`config.mk`:
```
export PLATFORM = sky130hd
export DESIGN_NAME = perf_counter_bank
export DESIGN_NICKNAME = d
export VERILOG_FILES = /design/src/rtl/perf_counter_bank.sv
export SDC_FILE = /design/constraint.sdc
export NUM_CORES = 1
export LEC_CHECK = 0
export ABC_AREA = 1
export BUFFER_PORTS_ARGS = -buffer_cell sky130_fd_sc_hd__buf_2
export CAP_MARGIN = 15
export CELL_PAD_IN_SITES_DETAIL_PLACEMENT = 0
export CELL_PAD_IN_SITES_GLOBAL_PLACEMENT = 2
export CORE_ASPECT_RATIO = 1.5
export CORE_MARGIN = 2
export CORE_UTILIZATION = 36
export CTS_CLUSTER_SIZE = 40
export DETAILED_ROUTE_END_ITERATION = 10
export PLACE_DENSITY = 0.89
export SETUP_SLACK_MARGIN = 0.05
export SYNTH_ARGS = -nofsm -noshare
export SYNTH_HDL_FRONTEND = slang
export SYNTH_HIERARCHICAL = 1
export SYNTH_SLANG_ARGS = --single-unit
```
`constraint.sdc`:
```
create_clock -name clk -period 1.65 [get_ports clk]
set_input_delay 0.33 -clock clk [delete_from_list [all_inputs] [get_ports clk]]
set_output_delay 0.33 -clock clk [all_outputs]
set_load 0.01 [all_outputs]
```
`src/rtl/perf_counter_bank.sv`:
```
// Avalon-MM performance counter bank: per-section cycle/event counters with
// sticky overflow flags, coherent 64-bit time reads and a global freeze/clear.

module perf_section #(
    parameter int TIME_W  = 48,
    parameter int EVENT_W = 32
) (
    input  logic        clk,
    input  logic        reset_n,
    input  logic        freeze,
    input  logic        global_clr,
    input  logic        wr_stop,
    input  logic        wr_start,
    input  logic        wr_status,
    input  logic        snap,
    input  logic [2:0]  wr_bits,
    input  logic [1:0]  offset,
    output logic [31:0] rdata
);

    logic                 enable;
    logic                 time_ovf;
    logic                 event_ovf;
    logic [TIME_W-1:0]    time_cnt;
    logic [EVENT_W-1:0]   event_cnt;
    logic [TIME_W-33:0]   hi_shadow;

    logic sec_clr;
    logic time_inc;
    logic time_wrap;
    logic event_inc;
    logic event_wrap;

    assign sec_clr    = global_clr | (wr_stop & wr_bits[0]);
    assign time_inc   = enable & ~freeze;
    assign time_wrap  = time_inc & (&time_cnt);
    assign event_inc  = wr_start & ~freeze;
    assign event_wrap = event_inc & (&event_cnt);

    // Clears win over increments; a wrap in the same cycle as a W1C keeps the flag set.
    always_ff @(posedge clk or negedge reset_n) begin
        if (!reset_n) begin
            enable    <= 1'b0;
            time_cnt  <= '0;
            event_cnt <= '0;
            time_ovf  <= 1'b0;
            event_ovf <= 1'b0;
        end else if (sec_clr) begin
            enable    <= 1'b0;
            time_cnt  <= '0;
            event_cnt <= '0;
            time_ovf  <= 1'b0;
            event_ovf <= 1'b0;
        end else begin
            if (wr_stop) begin
                enable <= 1'b0;
            end else if (wr_start) begin
                enable <= 1'b1;
            end

            if (time_inc) begin
                time_cnt <= time_cnt + 1'b1;
            end

            if (event_inc) begin
                event_cnt <= event_cnt + 1'b1;
            end

            if (time_wrap) begin
                time_ovf <= 1'b1;
            end else if (wr_status && wr_bits[1]) begin
                time_ovf <= 1'b0;
            end

            if (event_wrap) begin
                event_ovf <= 1'b1;
            end else if (wr_status && wr_bits[2]) begin
                event_ovf <= 1'b0;
            end
        end
    end

    // High word is captured on the low-word read so the pair reads coherently.
    always_ff @(posedge clk or negedge reset_n) begin
        if (!reset_n) begin
            hi_shadow <= '0;
        end else if (snap) begin
            hi_shadow <= time_cnt[TIME_W-1:32];
        end
    end

    always_comb begin
        rdata = '0;
        case (offset)
            2'd0:    rdata = time_cnt[31:0];
            2'd1:    rdata = 32'(hi_shadow);
            2'd2:    rdata = 32'(event_cnt);
            default: rdata = {29'b0, event_ovf, time_ovf, enable};
        endcase
    end

endmodule

module perf_counter_bank #(
    parameter int NUM_SECTIONS = 4,
    parameter int TIME_W       = 48,
    parameter int EVENT_W      = 32,
    parameter int ADDR_W       = 6
) (
    input  logic              clk,
    input  logic              reset_n,
    input  logic [ADDR_W-1:0] address,
    input  logic              begintransfer,
    input  logic              read,
    input  logic              write,
    input  logic [31:0]       writedata,
    output logic [31:0]       readdata
);

    localparam logic [ADDR_W-1:0] CTRL_ADDR = ADDR_W'(4 * NUM_SECTIONS);

    logic                    wr_stb;
    logic                    rd_stb;
    logic                    ctrl_hit;
    logic                    global_clr;
    logic                    freeze;
    logic [ADDR_W-3:0]       sec_idx;
    logic [1:0]              offset;
    logic [NUM_SECTIONS-1:0] sec_sel;
    logic [31:0]             sec_rdata [NUM_SECTIONS];
    logic [31:0]             rd_next;
    logic                    unused_wdata;

    assign wr_stb       = write & begintransfer;
    assign rd_stb       = read & begintransfer;
    assign sec_idx      = address[ADDR_W-1:2];
    assign offset       = address[1:0];
    assign ctrl_hit     = (address == CTRL_ADDR);
    assign global_clr   = wr_stb & ctrl_hit & writedata[0];
    assign unused_wdata = ^writedata[31:3];

    always_ff @(posedge clk or negedge reset_n) begin
        if (!reset_n) begin
            freeze <= 1'b0;
        end else if (wr_stb && ctrl_hit) begin
            freeze <= writedata[1];
        end
    end

    for (genvar s = 0; s < NUM_SECTIONS; s++) begin : g_sec
        logic sel;

        assign sel        = (sec_idx == (ADDR_W-2)'(s));
        assign sec_sel[s] = sel;

        perf_section #(
            .TIME_W  (TIME_W),
            .EVENT_W (EVENT_W)
        ) u_sec (
            .clk        (clk),
            .reset_n    (reset_n),
            .freeze     (freeze),
            .global_clr (global_clr),
            .wr_stop    (wr_stb & sel & (offset == 2'd0)),
            .wr_start   (wr_stb & sel & (offset == 2'd1)),
            .wr_status  (wr_stb & sel & (offset == 2'd3)),
            .snap       (rd_stb & sel & (offset == 2'd0)),
            .wr_bits    (writedata[2:0]),
            .offset     (offset),
            .rdata      (sec_rdata[s])
        );
    end

    always_comb begin
        rd_next = '0;
        if (ctrl_hit) begin
            rd_next = {30'b0, freeze, 1'b0};
        end
        for (int i = 0; i < NUM_SECTIONS; i++) begin
            if (sec_sel[i]) begin
                rd_next = sec_rdata[i];
            end
        end
    end

    always_ff @(posedge clk or negedge reset_n) begin
        if (!reset_n) begin
            readdata <= '0;
        end else begin
            readdata <= rd_next;
        end
    end

endmodule

```
==> Word-level counts from Yosys, hierarchy flattened <==
Index checks and enable logic that the tools add are counted.
{ "word_totals": {"elab_cells": 194, "regBits": 429} }
{ "classes": {"add_sub_neg": 8, "n_mux": 61, "n_bitwise": 53, "n_reduce_logical": 39, "n_eq_ne": 7} }
{ "ops": {"columns": ["operator", "n"], "rows": [
  ["two-way mux 32 bit", 12],
  ["two-way mux 48 bit", 8],
  ["case mux 32 bit (3 select lines)", 4],
  ["adder 48 x 1 -> 48 bit (second input constant)", 4],
  ["AND reduction 48 bit", 4],
  ["adder 32 x 1 -> 32 bit (second input constant)", 4],
  ["AND reduction 32 bit", 4],
  ["bitwise AND 1 bit", 48],
  ["two-way mux 1 bit", 36],
  ["nonzero test 3 bit", 12],
  ["nonzero test 2 bit", 8],
  ["logical AND 1 bit", 9],
  ["equality test 4 x 2 -> 1 bit (second input constant)", 2],
  ["equality test 6 x 5 -> 1 bit (second input constant)", 1],
  ["equality test 2 bit (second input constant)", 2],
  ["equality test 4 x 1 -> 1 bit (second input constant)", 1],
  ["zero test 4 bit", 1],
  ["OR 1 bit", 4],
  ["equality test 2 x 1 -> 1 bit (second input constant)", 1],
  ["zero test 2 bit", 1],
  ["two-way mux 2 bit", 1],
  ["NOT 1 bit", 1]
]} }

==> Longest topological paths before layout <==
{ "logic_depth": {"word_depth": 7, "ltp_mapped": 14, "mapped_depth_nobuf": 14} }

==> Cells and area by module <==
The synthesis kept the hierarchy.
{ "by_module_without_submodules": {"columns": ["mod", "seq_area_each_um2", "area_each_um2", "n_inst", "cells_per_inst"], "rows": [
  ["perf_section", 2477.4, 6257.3, 4, 960],
  ["perf_counter_bank", 825.8, 1798.0, 1, 257]
]} }

==> Worst setup path before layout <==
No wires, ideal clock.
{ "synth_timing": {"path_kind": "in2reg", "start": "input address[5]", "end": "register g_sec[2].u_sec.event_cnt[18]", "setup_ns": 0.117, "arrival_time_ns": 1.758, "path_slack_ns": -0.225, "path_buffers": 0, "stages": 14, "cell_sequence": "nor2_1 > nand2_1 > nor2_2 > nand2_1 > nor2_1 > nand2_2 > nor2_1 > nand2_1 > inv_1 > nand2_1 > nor2_1 > nand2_1 > nand2_1 > nor2_1"} }
{ "synth_via": {"elab_chain_cells": 6} }
{ "synth_rtl": {"columns": ["element", "line_no", "rtl"], "rows": [
  ["start: declaration", "112", "input logic [ADDR_W-1:0] address,"],
  ["equality test 4 x 2 -> 1 bit", "153", "assign sel = (sec_idx == (ADDR_W-2)'(s));"],
  ["bitwise AND 1 bit", "164, 165", null],
  ["bitwise AND 1 bit", "164", ".wr_stop (wr_stb & sel & (offset == 2'd0)),"],
  ["bitwise AND 1 bit", "34", "assign sec_clr = global_clr | (wr_stop & wr_bits[0]);"],
  ["OR 1 bit", "34", null],
  ["two-way mux 32 bit / nonzero test 2 bit (equally long branches)", null, null],
  ["end signal: assignment", "66", "event_cnt <= event_cnt + 1'b1;"],
  ["end: declaration", "25", "logic [EVENT_W-1:0] event_cnt;"]
]} }
Several ways; a longest one is shown, not always the timed one.
A chain may end at the register's enable or synchronous reset.

==> Worst setup path after layout <==
{ "layout_timing": {"start": "register g_sec[1].u_sec.time_cnt[0]", "end": "register g_sec[1].u_sec.time_ovf"} }
{ "layout_via": {"elab_chain_cells": 4} }
{ "layout_rtl": {"columns": ["element", "line_no", "rtl"], "rows": [
  ["start: declaration", "24", "logic [TIME_W-1:0] time_cnt;"],
  ["start signal: assignment", "62", "time_cnt <= time_cnt + 1'b1;"],
  ["AND reduction 48 bit (*)", "36", "assign time_wrap = time_inc & (&time_cnt);"],
  ["bitwise AND 1 bit (*)", "36", null],
  ["two-way mux 1 bit", "69", "if (time_wrap) begin"],
  ["two-way mux 1 bit", "48", "end else if (sec_clr) begin"],
  ["end signal: assignment", "52", "time_ovf <= 1'b0;"],
  ["end signal: assignment", "70", "time_ovf <= 1'b1;"],
  ["end signal: assignment", "72", "time_ovf <= 1'b0;"],
  ["end: declaration", "22", "logic time_ovf;"]
]} }
Every way passes the cells marked *; elsewhere a longest branch is shown, timed or not.

==> run metrics <==
Commonest cells post-synth=nand2_1, nor2_1, inv_1, dfrtp_1, nand3_1; critical path endpoint category=flop; clock latency at the later pin of the worst-skew pair=0.63 ns; CTS tree=yes; first-pass GRT wire length=168000 um; DRT Pass-1 Iters=5; I/O Buffers=45; drt initial violations=2259; Residual DRC=0; DP Area=32100 um^2; Synth Flop Type=dfrtp_1; Period Utilization, post-route=98.1%; DRT Wirelength=113000 um; GRT Overall Usage=29.0%; post-synth cell types=37; async set-reset flop share out of synthesis=100%; largest net degree at the start of global routing=79; Mapped Cells=4097; H-tree depth=2; Synthesized Nets=4148; register area share after synthesis=40.0%; Post-synth EDFFs=0; clk slew on worst S/H paths=0.07 ns; Synth top area share=40.0%; ANT nets after route=0; fill cell total of the finished layout=7638; critical path required time=2.19 ns; Clock Skew=0.0267 ns; Total Nets Final=4660; RD Place Congestion=0.956; vias in the first global route=28300; total global routing overflow=0; Arrival @ worst endpoint=2.16 ns; core footprint=73700 um^2; hold path depth=3; cell area after synthesis=26800 um^2; cts bufs inserted=48; Final Hold Vio Count=0; reg-to-reg startpoint=g_sec[1].u_sec/time_cnt[0]; Max-Cap Viols=0; Initial Utilization=36.4%; layout cells sized above 1=24.6%; #FFs+latches synth=429; DIE WIDTH=227 um; Slew headroom=64.7%; Final Setup Violations=0; Synth Warn #=6; R2R Setup Slk=0.03 ns; status=finished clean; Tightest Pin Transition=0.529 ns; Longest Clk Path Bufs=3; Antenna Cells=0; CTS sink count=429; I/O pin total=75; WHS Endpoint=freeze; Die H=338 um; top cells by area, synth=dfrtp_1, nand2_1, nor2_1; Area growth, synth to finish=33.5%; most common cell in the netlist=nand2_1; via count=29000; Worst IR Drop VDD=656 uV; total power=28.9 mW; HP Class=in2reg; HP Start=writedata[1]; Fmax=618 MHz; critical path class=reg2reg; Final min period=1.62 ns; Slew Viols, Final=0; reg2reg end=g_sec[1].u_sec/time_ovf; cell taking the most area after synthesis=dfrtp_1; LEAKAGE=17.6 nW; initial antenna violation count=4; CTS root buf=clkbuf_16; RSZ-0062 raised after global routing=true; die area=76800 um^2; DR WL/cell=20.0 um; R2R cell count=7; Pwr Density=807 nW/um^2; Startpoint Class=flop; row count=122; vias per cell=5.14; synthesized area per cell=6.55 um^2; Final HPWL DP=88900 um; worst-path fanout max=5; post-route cell area=35800 um^2
-- kinds of logic (layout without fill, tap and decap cells) --
group / after synthesis / in the layout / synth area share (%)
AOI/OAI and AO/OA: 458 / 458 / 9.80
xor gates and xnor gates: 20 / 20 / 0.653
adders and majority gates: 8 / 8 / 0.373
buffers and inverters: 623 / 1175 / 8.98
DFF: 429 / 429 / 40.0
and+or+nand+nor: 2559 / 2559 / 40.2
-- worst max path at each step --
stage / start / end / slack [ns] / depth (start not counted)
final: g_sec[1].u_sec/time_cnt[0] / g_sec[1].u_sec/time_ovf / 0.03 / 7
after global routing: freeze / g_sec[0].u_sec/event_cnt[19] / -0.06 / 12
after CTS: freeze / g_sec[0].u_sec/time_cnt[10] / 0.01 / 8
after detailed placement: address[5] / g_sec[3].u_sec/event_cnt[6] / -0.42 / 12
after global placement: address[5] / g_sec[3].u_sec/event_cnt[18] / -0.39 / 15
after floorplan: address[5] / g_sec[2].u_sec/event_cnt[18] / -0.07 / 14
-- final cells by class --
class | count | area [um^2] | area share, %
multi-input combinational | 3045 | 15400 | 42.9
sequential | 429 | 10800 | 30.2
timing repair buffer | 554 | 4670 | 13.0
inverter | 531 | 2030 | 5.66
clock buffer | 64 | 1410 | 3.95
tap | 992 | 1240 | 3.47
clock inverter | 26 | 285 | 0.797
-- critical path: stages (launching register included) --
cell,delay (ns)
dfrtp_1,0.39
ha_2,0.21
inv_2,0.04
nor2_4,0.19
nand2_4,0.10
nor2_4,0.16
nand4_1,0.23
a21oi_1,0.20
-- what timing repair did --
| action | in CTS | in global routing |
|---|---|---|
| pin swaps | 19 | 130 |
| endpoints found under the hold margin | 259 | 0 |
| setup buffers | 1 | 42 |
| gates cloned | 1 | 0 |
| hold buffers | 1 | 0 |
| resized for setup | 60 | 449 |
| setup endpoints to repair | 106 | 260 |
-- metrics by stage --
| step | worst slack (ns) | setup TNS, ns | utilization (%) | cells | hold WS [ns] |
|---|---|---|---|---|---|
| 3_5_place_dp | -0.425 | -106.45 | 43.5 | 5506 | 0.175 |
| 3_3_place_gp | -0.386 | -103.44 | 43.5 | 5506 | 0.177 |
| 4_1_cts | 0.0105 | 0 | 46.2 | 5599 | 0.0533 |
| 2_1_floorplan | -0.0704 | -0.722 | - | 4097 | 0.0344 |
| 6_report | 0.0315 | 0 | 48.6 | 5641 | 0.0799 |
| 5_1_grt | -0.0551 | -0.583 | 48.6 | 5641 | 0.0863 |
-- power breakdown --
part / switching [mW] / leakage [nW] / internal [mW]
Sequential: 0.758 / 5.23 / 11.4
Combinational: 3.00 / 11.6 / 2.00
Clock: 5.08 / 0.820 / 6.70
-- sequential cells by signal, summed over array words and instances (netlist names) --
register,cells
g_sec.u_sec/time_cnt,192
g_sec.u_sec/event_ovf,4
g_sec.u_sec/event_cnt,128
g_sec.u_sec/hi_shadow,64
g_sec.u_sec/time_ovf,4
readdata,32
freeze,1
g_sec.u_sec/enable,4
-- placed cells by master (no fill, tap or decap), types with 16 or more instances in the layout --
cell type | netlist | routed
inv_2 | 5 | 22
nand2_4 | 0 | 24
nand2_2 | 20 | 51
nor2_2 | 67 | 137
clkbuf_16 | 0 | 49
o221ai_1 | 56 | 56
o21ai_0 | 173 | 146
nand2_1 | 1299 | 1239
nand4_1 | 113 | 113
a21oi_1 | 176 | 169
dfrtp_1 | 429 | 374
nand3_2 | 4 | 47
buf_12 | 0 | 39
nor2_1 | 721 | 565
xor2_1 | 20 | 20
buf_4 | 4 | 444
buf_6 | 4 | 20
nand3_1 | 242 | 194
nor2_4 | 20 | 106
buf_2 | 20 | 44
nor3_1 | 39 | 28
inv_1 | 526 | 505
o21ai_1 | 4 | 26
dfrtp_2 | 0 | 55
o22ai_1 | 16 | 16
-- metal layers --
layer	vias to the layer above	wire, um	GRT usage, %
met3	323	4570	3.02
met2	823	57400	52.1
met4	8	7580	16.4
li1	14100	-	-
met5	-	57	0
met1	13800	43000	33.2
Note: power is estimated with default switching activity, not from simulation.
